$ cat src/rtl/mux_nx1_pipe_pkg.sv
// Shared definitions for the N-to-1 pipelined operand select mux.
// Holds the occupancy-state encoding used by the skid/handshake logic and
// a constant helper used to size the select field from the channel count.
package mux_nx1_pipe_pkg;

  // Occupancy of the two-entry head/skid store.
  //   EMPTY : nothing buffered, outputs idle
  //   ONE   : head register holds the oldest beat
  //   FULL  : head and skid both hold beats, upstream is stalled
  typedef enum logic [1:0] {
    EMPTY = 2'd0,
    ONE   = 2'd1,
    FULL  = 2'd2
  } occ_state_e;

  // Ceiling log2 for elaboration-time sizing. A value of 1 gives 0, so
  // callers that need at least one select bit must guard for that.
  function automatic int clog2(input int value);
    int r;
    r = 0;
    while ((1 << r) < value) begin
      r = r + 1;
    end
    return r;
  endfunction

endpackage : mux_nx1_pipe_pkg

$ cat src/rtl/mux_nx1_comb.sv
// Combinational N-to-1 channel select with a range-error flag.
// Channel k lives at in_data[k*WIDTH +: WIDTH]. A select code that does not
// name an existing channel (only possible when NUM_IN is not a power of
// two) produces all-zero data and raises sel_err, so no X or stale channel
// can leak into the captured beat.
module mux_nx1_comb
  import mux_nx1_pipe_pkg::*;
#(
  parameter  int WIDTH  = 8,
  parameter  int NUM_IN = 4,
  localparam int SEL_W  = clog2(NUM_IN)
) (
  input  logic [NUM_IN*WIDTH-1:0] in_data,
  input  logic [SEL_W-1:0]        sel,
  output logic [WIDTH-1:0]        sel_data,
  output logic                    sel_err
);

  // One bit wider than the select so that NUM_IN itself is representable
  // when NUM_IN is an exact power of two.
  localparam logic [SEL_W:0] SEL_LIMIT = (SEL_W + 1)'(NUM_IN);

  // Range check on the raw select code.
  assign sel_err = ({1'b0, sel} >= SEL_LIMIT);

  // Decoded select: an in-range code matches exactly one channel, an
  // out-of-range code matches none and leaves the zero default in place.
  always_comb begin
    sel_data = '0;
    for (int k = 0; k < NUM_IN; k++) begin
      if (sel == SEL_W'(k)) begin
        sel_data = in_data[k*WIDTH +: WIDTH];
      end
    end
  end

endmodule : mux_nx1_comb

$ cat src/rtl/mux_nx1_pipe.sv
// Parametrised N-to-1 operand select mux with a registered output stage.
//
// A beat is selected combinationally from in_data by in_sel and captured
// into a two-entry store (head + skid). The head register drives the
// outputs directly. The skid register absorbs the one beat that can arrive
// in the cycle the downstream stalls, so in_ready depends only on the
// occupancy register and never on out_ready or in_valid in the same cycle.
//
// Handshake: a beat moves on a rising clock edge exactly when valid and
// ready are both high on that side of the block (accept = in_valid &
// in_ready upstream, pop = out_valid & out_ready downstream). A producer
// may not retract or change a beat while valid is high and ready is low;
// likewise out_data/out_sel_err are held constant while out_valid is high
// and out_ready is low. Beats leave in the order they were accepted.
//
// flush empties the store on the next edge regardless of any same-cycle
// accept or pop; a beat accepted in that cycle is discarded.
//
// The occupancy register state_q is the single source of truth for the
// handshake outputs and can be probed hierarchically for debug.
module mux_nx1_pipe
  import mux_nx1_pipe_pkg::*;
#(
  parameter  int WIDTH  = 8,
  parameter  int NUM_IN = 4,
  localparam int SEL_W  = clog2(NUM_IN)
) (
  input  logic                    clk,
  input  logic                    rst_n,
  input  logic                    flush,
  input  logic [NUM_IN*WIDTH-1:0] in_data,
  input  logic [SEL_W-1:0]        in_sel,
  input  logic                    in_valid,
  output logic                    in_ready,
  output logic [WIDTH-1:0]        out_data,
  output logic                    out_sel_err,
  output logic                    out_valid,
  input  logic                    out_ready
);

  // Occupancy and the two storage entries.
  occ_state_e       state_q;
  logic [WIDTH-1:0] head_data_q;
  logic             head_err_q;
  logic [WIDTH-1:0] skid_data_q;
  logic             skid_err_q;

  // Selected beat for this cycle, valid only when accept is high.
  logic [WIDTH-1:0] cap_data;
  logic             cap_err;

  logic accept;
  logic pop;

  mux_nx1_comb #(
    .WIDTH  (WIDTH),
    .NUM_IN (NUM_IN)
  ) u_select (
    .in_data  (in_data),
    .sel      (in_sel),
    .sel_data (cap_data),
    .sel_err  (cap_err)
  );

  // Handshake outputs are pure decodes of the occupancy register.
  assign in_ready    = (state_q != FULL);
  assign out_valid   = (state_q != EMPTY);
  assign out_data    = head_data_q;
  assign out_sel_err = head_err_q;

  assign accept = in_valid & in_ready;
  assign pop    = out_valid & out_ready;

  // Occupancy FSM plus head/skid capture; flush overrides every transition.
  always_ff @(posedge clk or negedge rst_n) begin
    if (!rst_n) begin
      state_q     <= EMPTY;
      head_data_q <= '0;
      head_err_q  <= 1'b0;
      skid_data_q <= '0;
      skid_err_q  <= 1'b0;
    end else if (flush) begin
      // Contents are left as they are; with state EMPTY they are unused
      // and still hold known values from reset or earlier captures.
      state_q <= EMPTY;
    end else begin
      case (state_q)
        EMPTY: begin
          if (accept) begin
            head_data_q <= cap_data;
            head_err_q  <= cap_err;
            state_q     <= ONE;
          end
        end
        ONE: begin
          if (accept && pop) begin
            // Head leaves and the new beat replaces it in the same edge.
            head_data_q <= cap_data;
            head_err_q  <= cap_err;
            state_q     <= ONE;
          end else if (accept) begin
            // Downstream stalled: park the new beat behind the head.
            skid_data_q <= cap_data;
            skid_err_q  <= cap_err;
            state_q     <= FULL;
          end else if (pop) begin
            state_q <= EMPTY;
          end
        end
        FULL: begin
          // in_ready is low here, so only a pop can change the state.
          if (pop) begin
            head_data_q <= skid_data_q;
            head_err_q  <= skid_err_q;
            state_q     <= ONE;
          end
        end
        default: begin
          state_q <= EMPTY;
        end
      endcase
    end
  end

endmodule : mux_nx1_pipe

$ cat config.mk
export PLATFORM = sky130hd
export DESIGN_NAME = mux_nx1_pipe
export DESIGN_NICKNAME = d
export VERILOG_FILES = /design/src/rtl/mux_nx1_pipe_pkg.sv /design/src/rtl/mux_nx1_comb.sv /design/src/rtl/mux_nx1_pipe.sv
export SDC_FILE = /design/constraint.sdc
export NUM_CORES = 1
export LEC_CHECK = 0
export ABC_AREA = 1
export CAP_MARGIN = 20
export CORE_UTILIZATION = 42
export CTS_CLUSTER_DIAMETER = 200
export CTS_CLUSTER_SIZE = 20
export DETAILED_ROUTE_END_ITERATION = 8
export MAX_ROUTING_LAYER = met4
export PLACE_DENSITY_LB_ADDON = 0.15
export SYNTH_ARGS = -nofsm -noshare
export SYNTH_HDL_FRONTEND = slang
export SYNTH_SLANG_ARGS = --single-unit
$ cat constraint.sdc
create_clock -name clk -period 1.5 [get_ports clk]
set_clock_uncertainty 0.15 [all_clocks]
set_input_delay 0.3 -clock clk [delete_from_list [all_inputs] [get_ports clk]]
set_output_delay 0.3 -clock clk [all_outputs]
set_load 0.02 [all_outputs]
==> results of run 1 <==
## final cells by class
| class | instances | area [um2] | area share (%) |
|---|---|---|---|
| Multi-Input combinational cell | 131 | 671 | 37.6 |
| Timing Repair Buffer | 59 | 557 | 31.2 |
| Sequential cell | 18 | 450 | 25.2 |
| Tap cell | 30 | 37.5 | 2.10 |
| Clock buffer | 4 | 36.3 | 2.03 |
| Inverter | 8 | 32.5 | 1.82 |
## synth_stat cells, drive strengths merged
cell / n / share of area, %
or2: 8 / 4.3
o21ai: 18 / 8.1
nor3: 8 / 3.5
nand3: 18 / 8.9
nor2: 11 / 4.7
a21oi: 1 / 0.43
dfrtp: 18 / 39
conb: 1 / 0.32
nand4: 2 / 2.9
o211ai: 1 / 0.65
inv: 8 / 2.6
buf: 5 / 3.4
nand2: 63 / 21
## logic make-up after synthesis
| group | after synthesis |
|---|---|
| AO/OA/AOI/OAI | 20 |
| buffers and inverters | 13 |
| flip-flops | 18 |
| other | 1 |
| AND/OR/NAND/NOR | 110 |
## cells in the final DEF, fill, tap and decap left out, types with 2 or more instances in the layout
master and instances:
buf_4 10, nor2_1 8, o21ai_0 7, or2_0 8, nor3_2 3, nand2_2 5
clkdlybuf4s15_1 5, dfrtp_1 18, nor3_1 5, dlygate4sd2_1 5, inv_2 2, nand2_1 57
buf_6 2, o21ai_1 10, nand4_4 2, inv_1 5, nand3_1 17, nor2_2 2
clkdlybuf4s50_1 36, clkbuf_4 3
## registers in the layout, summed over array words and instances, names as in the netlist
signal / flops
state_q: 2
out_data: 8
skid_data_q: 8
## worst reg2reg max path: cells and delay by family, from the launching register on
family / cells / cell delay [ns]
and+or+nand+nor: 6 / 0.62
DFF: 1 / 0.44
buffers and inverters: 2 / 0.21
## routing by layer
| metal | share of wire, % | up-vias |
|---|---|---|
| li1 | - | 645 |
| met1 | 42 | 568 |
| met2 | 48 | 85 |
| met3 | 7.6 | 11 |
| met4 | 2.7 | 0 |
| met5 | 0 | - |
## per-stage QoR
step	hold WS, ns	cell area [um2]	cells
4_1_cts	0.167	1740	250
2_1_floorplan	-0.146	1160	162
3_5_place_dp	0.316	1720	246
5_1_grt	0.198	1780	250
6_report	0.155	1780	250
3_3_place_gp	0.312	1720	246
## power breakdown
part           total (mW)  internal [mW]  switching [mW]
registers           0.759          0.659          0.0994
logic               0.804          0.363           0.441
clock network       0.308          0.148           0.160
total                1.87           1.17           0.700
## final timing paths
path	start	end	slack, ns	cells past startpoint
min in group clk	out_data[7]$_DFFE_PN0P_	out_data[7]$_DFFE_PN0P_	0.33	2
max in group asynchronous	rst_n	skid_data_q[2]$_DFFE_PN0P_	0.85	2
worst min register to register	out_data[7]$_DFFE_PN0P_	out_data[7]$_DFFE_PN0P_	0.33	2
worst max-delay path	state_q[0]$_DFFE_PN0P_	out_valid	0.008	3
worst max register to register	state_q[0]$_DFFE_PN0P_	out_data[7]$_DFFE_PN0P_	0.03	8
worst min-delay path	rst_n	state_q[0]$_DFFE_PN0P_	0.16	2
## timing repair
action                     4_1_cts  5_1_grt
setup endpoints to repair       20       23
gates resized for setup         20       15
pin swaps                        1        3
==> summary.txt, run 1 <==
STA
  – Count of final hold-check violations: 0
  – Final Max Tran Viols: 0
  – Achievable Freq: 670 MHz
  – Fin worst setup slack: 0.00820 ns
  – Final worst path period share: 99.5%
  – RSZ-0062 raised after global routing: true
  – Min Clock Period, post-route: 1.49 ns
  – Final setup fails: 0
  – Final setup TNS: 0 ns

Setup path
  – CP endpoint kind: output pin
  – Worst path required time: 1.05 ns
  – Crit-path max FO: 3
  – CP delay by family, top: flip-flops
  – Crit path launch type: flop
  – Crit path kind: flop to output pin
  – Cell Chain, Critical Path: nor2_2 > inv_1 > buf_2
  – Crit path DAT: 1.04 ns
  – Slowest stage delay, CP: 0.44 ns
  – Critical-path top delay cell: dfrtp_1
  – CP Buf/Inv Count: 2

Finish
  – Final nets: 260
  – Antenna fix cells: 0
  – Share of cells above drive strength 1: 16.4%
  – Post-layout util: 70.1%
  – Synthesis-to-finish area growth: 54.3%
  – Fillers: 201

Placed design
  – Worst slack at placement: -0.405 ns
  – DP HPWL: 2.39 mm
  – Port buffer count: 48
  – GP Congestion: 0.795

GRT
  – Met2 Track Usage GR: 40.2%
  – Largest net degree at the start of global routing: 19
  – Gr busiest metal: met2
  – Initial antenna violation count: 0
  – Remaining Overflow, GRT: 0
  – First-pass GRT wire length: 4.86 mm
  – Met3 Resource Use GR: 1.67%
  – GRT Overall Usage: 23.6%
  – Vias in the first global route: 1103
  – GR Layer Usage met1: 28.2%

Routing
  – Drt pass-1 iters: 5
  – Vias per cell: 5.24
  – Vias: 1309
  – Post-route ant nets: 0
  – Total Wirelength: 3.10 mm
  – Iter 0 DRT Violations: 40
  – Drt wl/cell: 12.4 um
  – DRC: 0

Floorplanning
  – Die span in y: 54.5 um
  – IO Pins: 50
  – Core box area: 0.00254 mm2
  – Cell row count: 18
  – DIE AREA: 0.00297 mm2
  – Initial Util: 45.4%
  – Chip width: 54.5 um

Synth
  – Post-Syn Instances: 162
  – Synth Area in Compound Gates: 9.20%
  – Multiplexer share of the synthesized area: 0%
  – Synthesized area per cell: 7.14 um2
  – Synth Area in Adders: 0%
  – XOR/XNOR Fraction of Synth Area: 0%
  – Netlist cell types: 23
  – Synth warn: 0
  – Main combinational cell family by area after synthesis: simple AND/OR/NAND/NOR gates
  – Mapped cell area: 0.00116 mm2
  – FF+latch count, synth: 18
  – Synth Area in Simple Gates: 45.6%
  – Sequential-to-total area share from yosys stat: 39.0%
  – Syn nets: 201

Clocking
  – Clock-pin slew on the worst setup and hold paths: 0.10 ns
  – Cts bufs inserted: 3
  – CTS Sinks: 18
  – Post CTS Setup Buffer Count: 0
  – Worst-Skew Late Latency: 0.30 ns
  – CTS tree: yes
  – Clk Tree Root Cell: clkbuf_4
  – CTS hold repair buffers: 0
  – Clock Tree Buf Depth: 2
  – H-tree levels: 1

Power
  – Power density cells: 1050 mW/mm2
  – Maximum vdd drop: 0.000814 V
  – Pwr Total: 1.87 mW
  – Leakage power: 0.874 nW

Run
  – Max capacitance violation total: 0

Min path
  – Min-delay worst type: input pin to asynchronous set/reset pin

Status
  – Status: completed
Note: power is estimated with default switching activity, not from simulation.
==> run 2: changes to the inputs <==
--- a/config.mk
+++ b/config.mk
@@ -6,6 +6,7 @@
 export NUM_CORES = 1
 export LEC_CHECK = 0
 export ABC_AREA = 1
+export ABC_CLOCK_PERIOD_IN_PS = 1500
 export CAP_MARGIN = 20
 export CORE_UTILIZATION = 42
 export CTS_CLUSTER_DIAMETER = 200
==> results of run 2 <==
The final DEF is identical to that of run 1; final timing and power are the same.
==> run 3: changes to the inputs <==
--- a/config.mk
+++ b/config.mk
@@ -14,6 +14,7 @@
 export DETAILED_ROUTE_END_ITERATION = 8
 export MAX_ROUTING_LAYER = met4
 export PLACE_DENSITY_LB_ADDON = 0.15
+export SLEW_MARGIN = 25
 export SYNTH_ARGS = -nofsm -noshare
 export SYNTH_HDL_FRONTEND = slang
 export SYNTH_SLANG_ARGS = --single-unit
==> results of run 3 <==
The final DEF is identical to that of run 1; final timing and power are the same.
